File: src/rtl/dice_turn_scheduler.sv
// Round-robin dice controller: shares one 3-bit LFSR die among PLAYERS requesters,
// latches and shows each roll, accumulates saturating scores and declares a winner.
module dice_turn_scheduler #(
  parameter int unsigned PLAYERS     = 4,
  parameter int unsigned TARGET      = 20,
  parameter int unsigned SHOW_CYCLES = 4,
  parameter int unsigned SCORE_W     = 6
) (
  input  logic                              i_clock,
  input  logic                              i_reset,
  input  logic [PLAYERS-1:0]                i_roll,
  input  logic [$clog2(PLAYERS)-1:0]        i_score_sel,
  output logic [PLAYERS-1:0]                o_turn,
  output logic [7:0]                        o_display,
  output logic [2:0]                        o_value,
  output logic [SCORE_W-1:0]                o_score,
  output logic [PLAYERS-1:0]                o_winner,
  output logic                              o_game_over
);

  localparam int unsigned SEL_W = $clog2(PLAYERS);
  localparam int unsigned CNT_W = (SHOW_CYCLES > 1) ? $clog2(SHOW_CYCLES) : 1;

  localparam logic [1:0] S_WAIT = 2'd0;
  localparam logic [1:0] S_ROLL = 2'd1;
  localparam logic [1:0] S_SHOW = 2'd2;
  localparam logic [1:0] S_OVER = 2'd3;

  logic [1:0]         r_state, w_state;
  logic [PLAYERS-1:0] r_turn, w_turn;
  logic [2:0]         r_lfsr, w_lfsr;
  logic [7:0]         r_display, w_display;
  logic [2:0]         r_value, w_value;
  logic [PLAYERS-1:0] r_winner, w_winner;
  logic               r_game_over, w_game_over;
  logic [CNT_W-1:0]   r_cnt, w_cnt;
  logic [SCORE_W-1:0] r_score [PLAYERS];

  logic [SEL_W-1:0]   w_cur;
  logic [SCORE_W:0]   w_sum;
  logic [SCORE_W-1:0] w_sat;
  logic               w_score_we;
  logic               w_win;

  function automatic logic [7:0] f_pattern(input logic [2:0] face);
    case (face)
      3'd1:    f_pattern = 8'b0000_0010;
      3'd2:    f_pattern = 8'b1001_0000;
      3'd3:    f_pattern = 8'b1001_0010;
      3'd4:    f_pattern = 8'b0110_1100;
      3'd5:    f_pattern = 8'b0111_1100;
      3'd6:    f_pattern = 8'b1111_1100;
      default: f_pattern = 8'b0000_0001;
    endcase
  endfunction

  // Next-state and next-register values.
  always_comb begin
    w_state     = r_state;
    w_turn      = r_turn;
    w_lfsr      = r_lfsr;
    w_display   = r_display;
    w_value     = r_value;
    w_winner    = r_winner;
    w_game_over = r_game_over;
    w_cnt       = r_cnt;
    w_score_we  = 1'b0;
    w_cur       = '0;
    for (int unsigned i = 0; i < PLAYERS; i++) begin
      if (r_turn[i]) w_cur = SEL_W'(i);
    end
    w_sum = {1'b0, r_score[w_cur]} + (SCORE_W+1)'(r_lfsr);
    w_sat = w_sum[SCORE_W] ? '1 : w_sum[SCORE_W-1:0];
    w_win = 32'(r_score[w_cur]) >= TARGET;

    if (r_state != S_OVER) w_lfsr = {r_lfsr[1:0], r_lfsr[1] ^ r_lfsr[2]};

    case (r_state)
      S_WAIT: begin
        if (i_roll[w_cur]) w_state = S_ROLL;
      end
      S_ROLL: begin
        // Face 7 is not a die value; wait one cycle for the LFSR to move on to 6.
        if (!i_roll[w_cur] && r_lfsr != 3'd7 && r_lfsr != 3'd0) begin
          w_value    = r_lfsr;
          w_display  = f_pattern(r_lfsr);
          w_score_we = 1'b1;
          w_cnt      = CNT_W'(SHOW_CYCLES - 1);
          w_state    = S_SHOW;
        end
      end
      S_SHOW: begin
        if (r_cnt != '0) begin
          w_cnt = r_cnt - CNT_W'(1);
        end else if (w_win) begin
          w_winner    = r_turn;
          w_game_over = 1'b1;
          w_state     = S_OVER;
        end else begin
          w_turn    = {r_turn[PLAYERS-2:0], r_turn[PLAYERS-1]};
          w_display = 8'h00;
          w_value   = 3'd0;
          w_state   = S_WAIT;
        end
      end
      default: ;
    endcase
  end

  always_ff @(posedge i_clock) begin
    if (!i_reset) begin
      r_state     <= S_WAIT;
      r_turn      <= PLAYERS'(1);
      r_lfsr      <= 3'b100;
      r_display   <= 8'h00;
      r_value     <= 3'd0;
      r_winner    <= '0;
      r_game_over <= 1'b0;
      r_cnt       <= '0;
      for (int unsigned i = 0; i < PLAYERS; i++) r_score[i] <= '0;
    end else begin
      r_state     <= w_state;
      r_turn      <= w_turn;
      r_lfsr      <= w_lfsr;
      r_display   <= w_display;
      r_value     <= w_value;
      r_winner    <= w_winner;
      r_game_over <= w_game_over;
      r_cnt       <= w_cnt;
      if (w_score_we) r_score[w_cur] <= w_sat;
    end
  end

  assign o_turn      = r_turn;
  assign o_display   = r_display;
  assign o_value     = r_value;
  assign o_winner    = r_winner;
  assign o_game_over = r_game_over;
  assign o_score     = r_score[i_score_sel];

endmodule

File: config.mk
export PLATFORM = sky130hd
export DESIGN_NAME = dice_turn_scheduler
export DESIGN_NICKNAME = d
export VERILOG_FILES = /design/src/rtl/dice_turn_scheduler.sv
export SDC_FILE = /design/constraint.sdc
export NUM_CORES = 1
export LEC_CHECK = 0
export BUFFER_PORTS_ARGS = -buffer_cell sky130_fd_sc_hd__buf_2
export CAP_MARGIN = 20
export CELL_PAD_IN_SITES_DETAIL_PLACEMENT = 1
export CELL_PAD_IN_SITES_GLOBAL_PLACEMENT = 1
export CORE_MARGIN = 2
export CORE_UTILIZATION = 41
export CTS_CLUSTER_DIAMETER = 150
export DETAILED_ROUTE_END_ITERATION = 7
export HOLD_SLACK_MARGIN = 0.1
export PLACE_DENSITY = 0.8
export SYNTH_ARGS = -nofsm -noshare
export SYNTH_HDL_FRONTEND = slang
export SYNTH_SLANG_ARGS = --single-unit
File: constraint.sdc
create_clock -name i_clock -period 2.2 [get_ports i_clock]
set_input_delay 0.33 -clock i_clock [delete_from_list [all_inputs] [get_ports i_clock]]
set_output_delay 0.33 -clock i_clock [all_outputs]
set_load 0.01 [all_outputs]
==> metrics.md <==
| Metric | Value |
|---|---|
| LEAKAGE | `1.49 nW` |
| CTS tree | `built` |
| Failing checks | `setup timing` |
| Post-synth EDFFs | `24` |
| P per Cell Area | `771 mW/mm2` |
| Global router's overall resource usage | `0.226` |
| Wirelength per Cell | `roughly 23 um` |
| H-Tree Depth | `2` |
| Routability cong. | `0.878` |
| M1 wire length | `roughly 4000 um` |
| Tmin final | `2.49 ns` |
| Die span in x | `85.4 um` |
| Place WS | `-0.243 ns` |
| Placed cell area | `0.00323 mm2` |
| Uppermost layer routed | `met4` |
| Starting Density | `0.425` |
| Clk Latency, worst-skew pair | `roughly 0.32 ns` |
| CP Max Fanout | `5` |
| Antenna cell count | `0` |
| DRC violations left | `0` |
| WP data required | `between 2 and 2.5 ns` |
| Io pins | `34` |
| Via density | `5.99` |
| CTS sink cnt | `48` |
| Fmax | `401 MHz` |
| Final Skew | `between 0.01 and 0.015 ns` |
| # port buffers | `33` |
| Synth Register Bits | `48` |
| Worst setup path class | `register to register` |
| CTS clk-pin slew, worst paths | `0.10 ns` |
| Die area | `~0.0073 mm2` |
| Max-slew headroom | `0.664` |
| Largest net degree at the start of global routing | `17` |
| Syn avg cell area | `10.4 um2` |
| DR WL met3 | `435 um` |
| Nets | `355` |
| Fill cells | `731` |
| Met2 WL | `4800 um` |
| Slew Viols, Final | `0` |
| Startpoint Class | `register` |
| Leading register cell type out of synthesis | `edfxtp_1` |
| CTS Buffer Depth | `2` |
| RSZ-0062 raised after global routing | `true` |
| HPWL after detailed placement | `roughly 5800 um` |
| Post-route cell area | `0.00363 mm2` |
| Congestion Overflow GR | `0` |
| Share of cells above drive strength 1 | `0.454` |
| Mapped Area | `between 0.002 and 0.003 mm2` |
| Mapped Cells | `260` |
| Root buf cell | `clkbuf_8` |
| Global-route wire length before repair | `between 10000 and 15000 um` |
| Total Power | `about 2.8 mW` |
| Final Hold Violating Endpoints | `0` |
| Synth cell types | `56` |
| Post-Route Utilization | `0.568` |
| Hold Buf Count CTS | `0` |
| Min Hold Slack | `0.460 ns` |
| DRT iter0 DRCs | `161` |
| Syn. warnings | `0` |
| Worst Path Arrival | `2.56 ns` |
| Synth Net Count | `277` |
| Worst hold path type | `primary input to register` |
| Leading cell type in the layout, fill and taps excluded | `buf_4` |
| Vias in the first global route | `~2400` |
| Highest-count cells in the layout ignoring fill and taps | `buf_4, buf_2, nor2_1` |
| Routed Antenna Nets | `0` |
| Crit end category | `register` |
| Final setup margin | `-0.294 ns` |
| Max Cap Viol | `0` |
| Worst VDD drop | `0.556 mV` |
| First-pass detailed-route iteration total | `4` |
| # rows | `29` |
| Via Count | `about 2500` |
| Worst Max-Slew Pin Slew | `0.504 ns` |
| CTS Buf Count | `5` |
| Setup-failing EPs final | `approximately 40` |
| Initial antenna violation count | `0` |
| Chip height | `85.4 um` |
| Synth-to-layout area growth | `33.6%` |
| Core ar. | `0.00639 mm2` |
| Sequential share of the synthesized area | `0.442` |
| Ys async rst share | `0` |
| Fin crit share | `1.13` |
| Status | `finished, violations left` |
| Wirelength, routed | `9620 um` |
flip-flops by register name, indices dropped and copies added (netlist names):
register / flops
r_cnt: 2
o_turn: 4
o_value: 3
o_winner: 4
r_score: 24
r_state: 2
r_lfsr: 3
o_display: 5
o_game_over: 1
layout make-up:
| type | count | area, um2 | area share |
|---|---|---|---|
| timing repair buffer | 89 | 602 | 0.166 |
| clock buffer | 5 | 68.8 | 0.0190 |
| tap | 77 | 96.3 | 0.0266 |
| inverter | 13 | 48.8 | 0.0135 |
| sequential | 48 | 1210 | 0.333 |
| clock inverter | 3 | 68.8 | 0.0190 |
| multi-input combinational | 181 | 1540 | 0.423 |
critical path: stages (launching register included):
cell and delay [ns]:
dfxtp_4 0.38, mux2i_1 0.12, nor2_1 0.10, a21oi_1 0.05
o21ai_1 0.13, ha_2 0.21, inv_2 0.04, fa_2 0.36
nor2b_4 0.16, nor2_4 0.05, or3_1 0.33, o21ai_2 0.21
nor2_1 0.10
through the flow:
stage	setup TNS [ns]	instances
2_1_floorplan	-0.711	260
5_1_grt	-8.50	416
3_5_place_dp	-5.29	397
6_report	-4.69	416
4_1_cts	-2.40	407
3_3_place_gp	-3.88	397
where the power goes:
part,internal (mW),switching [mW]
Sequential,1.02,0.0721
Combinational,0.388,0.527
Clock,0.458,0.333
Total,1.87,0.932
synth_stat cells (3+ instances only):
cell type  count  area [um2]
nor2_1        37         139
edfxtp_1      24         721
nor2b_1        6        37.5
inv_1         13        48.8
a21oi_1       12        60.1
a21o_1         4        30.0
or2b_1         3        22.5
o31ai_1        7        52.6
buf_6          4        45.0
buf_4          4        30.0
mux4_2         6         135
ha_1           8         100
or3_1          4        25.0
clkbuf_1       9        33.8
mux2i_1       13         130
nand2_1       24        90.1
o221a_2        3        33.8
o21ai_0        5        25.0
dfxtp_1       24         480
cells by family after synthesis:
| logic type | share of synthesized area |
|---|---|
| AO/OA/AOI/OAI | 0.171 |
| XOR/XNOR | 0.00323 |
| adder cells (fa/ha/maj) | 0.0442 |
| buffers and inverters | 0.0599 |
| flip-flops | 0.442 |
| multiplexers | 0.112 |
| AND/OR/NAND/NOR | 0.168 |
repair_timing:
item,in CTS,in global routing
cloned,0,0
pin swaps,5,11
endpoints found under the setup margin,39,52
resized for setup,16,21
setup buffers,2,9
metal layers:
metal / up-vias / global-route usage
met5: - / 0
met4: 0 / 0.0418
met3: 24 / 0.0311
met2: 86 / 0.403
met1: 1281 / 0.294
li1: 1100 / -
worst paths after layout:
kind	from	end	slack, ns	depth (start not counted)
min reg2reg	o_game_over	o_game_over	0.47	1
max	o_turn[1]	r_score[0][4]	-0.29	12
min	i_reset	r_lfsr[2]	0.46	3
max reg2reg	o_turn[1]	r_score[0][4]	-0.29	12
No activity file was read; power rests on OpenSTA's default activity.
